**config.mk**
```make
export PLATFORM = sky130hd
export DESIGN_NAME = axi_lite_req_arbiter
export DESIGN_NICKNAME = d
export VERILOG_FILES = /design/src/rtl/axi_lite_req_arbiter.sv
export SDC_FILE = /design/constraint.sdc
export NUM_CORES = 1
export LEC_CHECK = 0
export BUFFER_PORTS_ARGS = -buffer_cell sky130_fd_sc_hd__buf_2
export CAP_MARGIN = 10
export CORE_AREA = 4 4 161 163
export CTS_CLUSTER_DIAMETER = 40
export CTS_CLUSTER_SIZE = 24
export DETAILED_ROUTE_END_ITERATION = 10
export DIE_AREA = 0 0 165 167
export PLACE_DENSITY = 0.51
export SLEW_MARGIN = 20
export SYNTH_ARGS = -nofsm -noshare
export SYNTH_HDL_FRONTEND = slang
export SYNTH_SLANG_ARGS = --single-unit
```
**constraint.sdc**
```tcl
create_clock -name aclk -period 2.3 [get_ports aclk]
set_input_delay 0 -clock aclk [delete_from_list [all_inputs] [get_ports aclk]]
set_output_delay 0 -clock aclk [all_outputs]
set_load 0.05 [all_outputs]
```
**src/rtl/axi_lite_req_arbiter.sv**
```systemverilog
// Round-robin arbiter/sequencer sharing one AXI-lite master among NUM_REQ requesters.
// Optional response timeout enabled by defining AXI_ARB_TIMEOUT_EN.
module axi_lite_req_arbiter #(
    parameter int unsigned NUM_REQ        = 4,
    parameter int unsigned ADDR_W         = 32,
    parameter int unsigned DATA_W         = 32,
    parameter int unsigned TIMEOUT_CYCLES = 256
) (
    input  logic                      aclk,
    input  logic                      areset_n,
    input  logic [NUM_REQ-1:0]        req_valid,
    input  logic [NUM_REQ-1:0]        req_write,
    input  logic [NUM_REQ*ADDR_W-1:0] req_addr,
    input  logic [NUM_REQ*DATA_W-1:0] req_wdata,
    output logic [NUM_REQ-1:0]        req_ready,
    output logic [NUM_REQ-1:0]        rsp_valid,
    output logic [DATA_W-1:0]         rsp_rdata,
    output logic [1:0]                rsp_resp,
    output logic                      start_read,
    output logic                      start_write,
    output logic [ADDR_W-1:0]         addr,
    output logic [DATA_W-1:0]         data,
    input  logic                      awvalid,
    input  logic                      awready,
    input  logic                      arvalid,
    input  logic                      arready,
    input  logic                      bvalid,
    input  logic                      bready,
    input  logic                      rvalid,
    input  logic                      rready,
    input  logic [1:0]                bresp,
    input  logic [1:0]                rresp,
    input  logic [DATA_W-1:0]         rdata,
    output logic                      busy
);

    localparam int unsigned IDX_W = $clog2(NUM_REQ);

    typedef enum logic [1:0] {IDLE, ISSUE, WAIT_RESP, RESPOND} state_t;

    state_t              state_q, state_d;
    logic [IDX_W-1:0]    ptr_q, ptr_d;
    logic [IDX_W-1:0]    gnt_q, gnt_d;
    logic                write_q, write_d;
    logic [ADDR_W-1:0]   addr_q, addr_d;
    logic [DATA_W-1:0]   wdata_q, wdata_d;
    logic [DATA_W-1:0]   rdata_q, rdata_d;
    logic [1:0]          resp_q, resp_d;

    logic                req_any;
    logic [IDX_W-1:0]    arb_idx;
    int unsigned         cand;

`ifdef AXI_ARB_TIMEOUT_EN
    localparam int unsigned CNT_W = (TIMEOUT_CYCLES > 2) ? $clog2(TIMEOUT_CYCLES) : 1;
    logic [CNT_W-1:0]    tmo_q, tmo_d;
`else
    logic [31:0]         unused_timeout;
    assign unused_timeout = 32'(TIMEOUT_CYCLES);
`endif

    // First requesting index at or above the pointer, wrapping around.
    always_comb begin
        req_any = 1'b0;
        arb_idx = '0;
        cand    = 0;
        for (int unsigned i = 0; i < NUM_REQ; i++) begin
            cand = (32'(ptr_q) + i) % NUM_REQ;
            if (!req_any && req_valid[cand[IDX_W-1:0]]) begin
                req_any = 1'b1;
                arb_idx = cand[IDX_W-1:0];
            end
        end
    end

    always_ff @(posedge aclk or negedge areset_n) begin
        if (!areset_n) begin
            state_q <= IDLE;
            ptr_q   <= '0;
            gnt_q   <= '0;
            write_q <= 1'b0;
            addr_q  <= '0;
            wdata_q <= '0;
            rdata_q <= '0;
            resp_q  <= '0;
`ifdef AXI_ARB_TIMEOUT_EN
            tmo_q   <= '0;
`endif
        end else begin
            state_q <= state_d;
            ptr_q   <= ptr_d;
            gnt_q   <= gnt_d;
            write_q <= write_d;
            addr_q  <= addr_d;
            wdata_q <= wdata_d;
            rdata_q <= rdata_d;
            resp_q  <= resp_d;
`ifdef AXI_ARB_TIMEOUT_EN
            tmo_q   <= tmo_d;
`endif
        end
    end

    always_comb begin
        state_d = state_q;
        ptr_d   = ptr_q;
        gnt_d   = gnt_q;
        write_d = write_q;
        addr_d  = addr_q;
        wdata_d = wdata_q;
        rdata_d = rdata_q;
        resp_d  = resp_q;
`ifdef AXI_ARB_TIMEOUT_EN
        tmo_d   = '0;
`endif
        case (state_q)
            IDLE: begin
                if (req_any) begin
                    state_d = ISSUE;
                    gnt_d   = arb_idx;
                    ptr_d   = (arb_idx == IDX_W'(NUM_REQ - 1)) ? '0 : arb_idx + 1'b1;
                    write_d = req_write[arb_idx];
                    addr_d  = req_addr[arb_idx*ADDR_W +: ADDR_W];
                    wdata_d = req_wdata[arb_idx*DATA_W +: DATA_W];
                end
            end
            ISSUE: begin
                if (write_q ? (awvalid && awready) : (arvalid && arready)) begin
                    state_d = WAIT_RESP;
                end
            end
            WAIT_RESP: begin
                if (write_q && bvalid && bready) begin
                    resp_d  = bresp;
                    rdata_d = '0;
                    state_d = RESPOND;
                end else if (!write_q && rvalid && rready) begin
                    resp_d  = rresp;
                    rdata_d = rdata;
                    state_d = RESPOND;
                end
            end
            RESPOND: state_d = IDLE;
            default: state_d = IDLE;
        endcase
`ifdef AXI_ARB_TIMEOUT_EN
        // Counter restarts on every state change; expiry forces an SLVERR response.
        if ((state_q == ISSUE || state_q == WAIT_RESP) && state_d == state_q) begin
            if (tmo_q == CNT_W'(TIMEOUT_CYCLES - 1)) begin
                state_d = RESPOND;
                resp_d  = 2'b10;
                rdata_d = '0;
            end else begin
                tmo_d = tmo_q + 1'b1;
            end
        end
`endif
    end

    always_comb begin
        req_ready   = '0;
        rsp_valid   = '0;
        // Grant pulse is combinational on req_valid, so keep it quiet during reset.
        if (state_q == IDLE && req_any && areset_n) begin
            req_ready[arb_idx] = 1'b1;
        end
        if (state_q == RESPOND) begin
            rsp_valid[gnt_q] = 1'b1;
        end
        start_write = (state_q == ISSUE) && write_q;
        start_read  = (state_q == ISSUE) && !write_q;
        addr        = addr_q;
        data        = wdata_q;
        rsp_rdata   = rdata_q;
        rsp_resp    = resp_q;
        busy        = (state_q != IDLE);
    end

endmodule

```
==> flow_summary.json <==
{
  "drtIter0Drc": 377,
  "synth_top_area_share_pct": 41.6,
  "clock_latency_ns": 0.36,
  "synth_top_area_cell": "dfrtp_1",
  "nNetsFinal": 1549,
  "cp_slowest_cell": "dfrtp_1",
  "setup_viol_count_final": 0,
  "drv_slew": 0,
  "clkTransAtPathRegs_ns": 0.08,
  "setup_slack_ns": 0.126,
  "outcome": "finished clean",
  "portBuffers": 418,
  "clock_skew_ns": 0.0180,
  "cp-end-kind": "output pin",
  "ys_warn_count": 0,
  "drc": 0,
  "yosysSeqAreaShare_pct": 41.6,
  "rows": 57,
  "met3_usage_pct": 4.79,
  "cp.required_ns": 2.30,
  "initial_core_util_pct": 26.0,
  "first_global_vias": 7835,
  "hp-class": "in2reg",
  "syn_avg_cell_area_um2": 8.69,
  "cts_made_buffers": 9,
  "finalHoldViolations": 0,
  "antenna_found_initial": 4,
  "grt_usage_pct": 20.7,
  "crit_fanout": 34,
  "multi_input_area_um2": 3110,
  "wl_per_cell_um": 19.2,
  "seq_area_um2": 2630,
  "clkSinkCount": 105,
  "postCtsSetupRepairBufs": 0,
  "synthTopCellsByArea": "dfrtp_1 (42%), a211oi_1 (15%), mux2i_1 (11%)",
  "place.gp.congestion": 0.819,
  "relSlewSlack_pct": 44.9,
  "synthDistinctLibCells": 35,
  "dieArea_um2": 27600,
  "grt_pass1_wl_um": 44500,
  "hp-start": "req_wdata[114]",
  "cts_buffer_depth": 2,
  "netlist_area_um2": 6310,
  "worstMarginPinSlew_ns": 0.826,
  "cp-startpoint": "ptr_q[1]",
  "die_h_um": 167,
  "critPathMaxStageDelay_ns": 0.42,
  "route.antenna.remaining_nets": 0,
  "overflow": 0,
  "drive_gt1_share_pct": 37.7,
  "dp.cells": 1422,
  "dpl.hpwl_um": 21100,
  "use_met2_pct": 35.7,
  "die_w_um": 165,
  "vias": 7598,
  "clockRootBuffer": "clkbuf_16",
  "drt-pass1-iter-count": 5,
  "synth_edf_count": 0,
  "synth-main-ff-cell": "dfrtp_1",
  "vias_per_cell": 4.86,
  "n_fill_cell": 2439,
  "drv_cap": 0,
  "grtUsageMet1_pct": 25.1,
  "fmax_ghz": 0.460,
  "rsz0062_at_grt": "no",
  "place_ws_ns": 0.158,
  "ys_ff_latch": 105,
  "ir_worst_vdd_uv": 639,
  "cp.buffers_inverters": 2,
  "stdcell_count": 1564,
  "pin_count": 419,
  "async_flop_share_pct": 100,
  "min_period_ns": 2.17,
  "cts_max_level": 3,
  "period_share_pct": 94.5,
  "crit_arrival_ns": 2.17,
  "p_leak_nw": 5.25,
  "power.density_nw_per_um2": 1310,
  "gr-max-usage-layer": "met2",
  "synth_cells": 726,
  "critical-path-top-delay-family": "simple AND/OR/NAND/NOR gates",
  "coreArea_um2": 24300,
  "cts_tree": "built",
  "worstReg2RegStart": "ptr_q[1]",
  "critPathKind": "reg2out",
  "synthesis.nets": 1042,
  "startpoint_type": "flip-flop",
  "syn2layout_area_growth_pct": 64.3,
  "grt_max_degree": 101,
  "wl_um": 30100,
  "crit_chain": "nor2b_2 -> o21ai_4 -> and3_4 -> buf_16 -> ha_1 -> and3_1 -> buf_2"
}
## state kept, by name (all words and copies together), names as in the netlist
name / flops
addr: 32
data: 32
rsp_rdata: 32
gnt_q: 2
ptr_q: 2
rsp_resp: 2
state_q: 2
write_q: 1
## synth_stat cells, drive strengths merged (3+ instances only)
master  instances
a211oi        130
dfrtp         105
nand2          76
inv            71
nor2           71
mux2i          67
a31oi          65
clkbuf         41
o21ai          39
buf            26
ha              6
and3            4
nand3           3
## path summary, 6_finish.rpt
kind | slack (ns) | cells after the start | to
setup / recovery | 0.13 | 7 | req_ready[3]
max in group asynchronous | 1.50 | 3 | data[13]
hold reg to reg | 0.48 | 2 | rsp_rdata[10]
hold / removal | 0.007 | 3 | data[18]
setup reg to reg | 0.14 | 6 | addr[18]
min in group asynchronous | 0.02 | 2 | gnt_q[0]
## placed cells by master, fill, tap and decap left out, types with 3 or more instances in the layout
cell and count:
buf_2 417, a211oi_1 130, dlygate4sd3_1 123, dfrtp_1 105, nand2_1 75, inv_1 70, nor2_1 70, mux2i_1 67
a31oi_1 65, o21ai_0 37, buf_4 14, clkbuf_16 9, buf_12 7, ha_1 6, and3_1 3, nand3_1 3
## per-stage QoR
step	hold WS (ns)	utilization [%]	total power, W	cell area (um^2)	setup TNS, ns
floorplan	-0.296	-	0.00930	6310	-0.400
global placement	-0.164	36.0	0.0117	8760	0
detailed placement	-0.161	36.0	0.0118	8760	0
CTS	0.000989	42.6	0.0138	10400	0
global route	0.00112	42.6	0.0145	10400	0
finish	0.00678	42.6	0.0136	10400	0
## final cells by class
type                       count  area share, %
sequential                   105           25.3
multi-input combinational    483           30.0
inverter                      71           2.64
antenna                        2         0.0483
tap                          324           3.91
clock buffer                   9           2.17
timing repair buffer         563           34.9
clock inverter                 7          0.965
## report_power, final
group          switching (W)  internal, W  leakage [nW]  total (W)
clock network       0.000819     0.000883         0.158    0.00170
registers           0.000535      0.00276          1.22    0.00329
logic                0.00613      0.00250          3.87    0.00863
total                0.00749      0.00614          5.25     0.0136
## cells by family after synthesis
kind of cell / count (synthesis) / synth area share (%)
multiplexers: 68 / 10.8
adder cells (fa/ha/maj): 6 / 1.19
buffers and inverters: 138 / 9.59
AND/OR/NAND/NOR: 168 / 11.0
AO/OA/AOI/OAI: 241 / 25.8
flip-flops: 105 / 41.6
## layer usage
layer | vias up | share of wire, %
met5 | - | 0.033
met4 | 2 | 2.5
met3 | 45 | 7.2
met2 | 332 | 50
met1 | 3600 | 40
li1 | 3619 | -
## what timing repair did
item	in CTS	in global routing
pin swaps	0	0
resized for setup	1	2
hold endpoints to repair	186	0
cloned	1	0
hold buffers	123	0
endpoints found under the setup margin	1	2
## tightest hold or removal path: stages
cell and delay (ns):
buf_2 0.09, mux2i_1 0.14, a211oi_1 0.09
(Power assumes the default switching activity.)
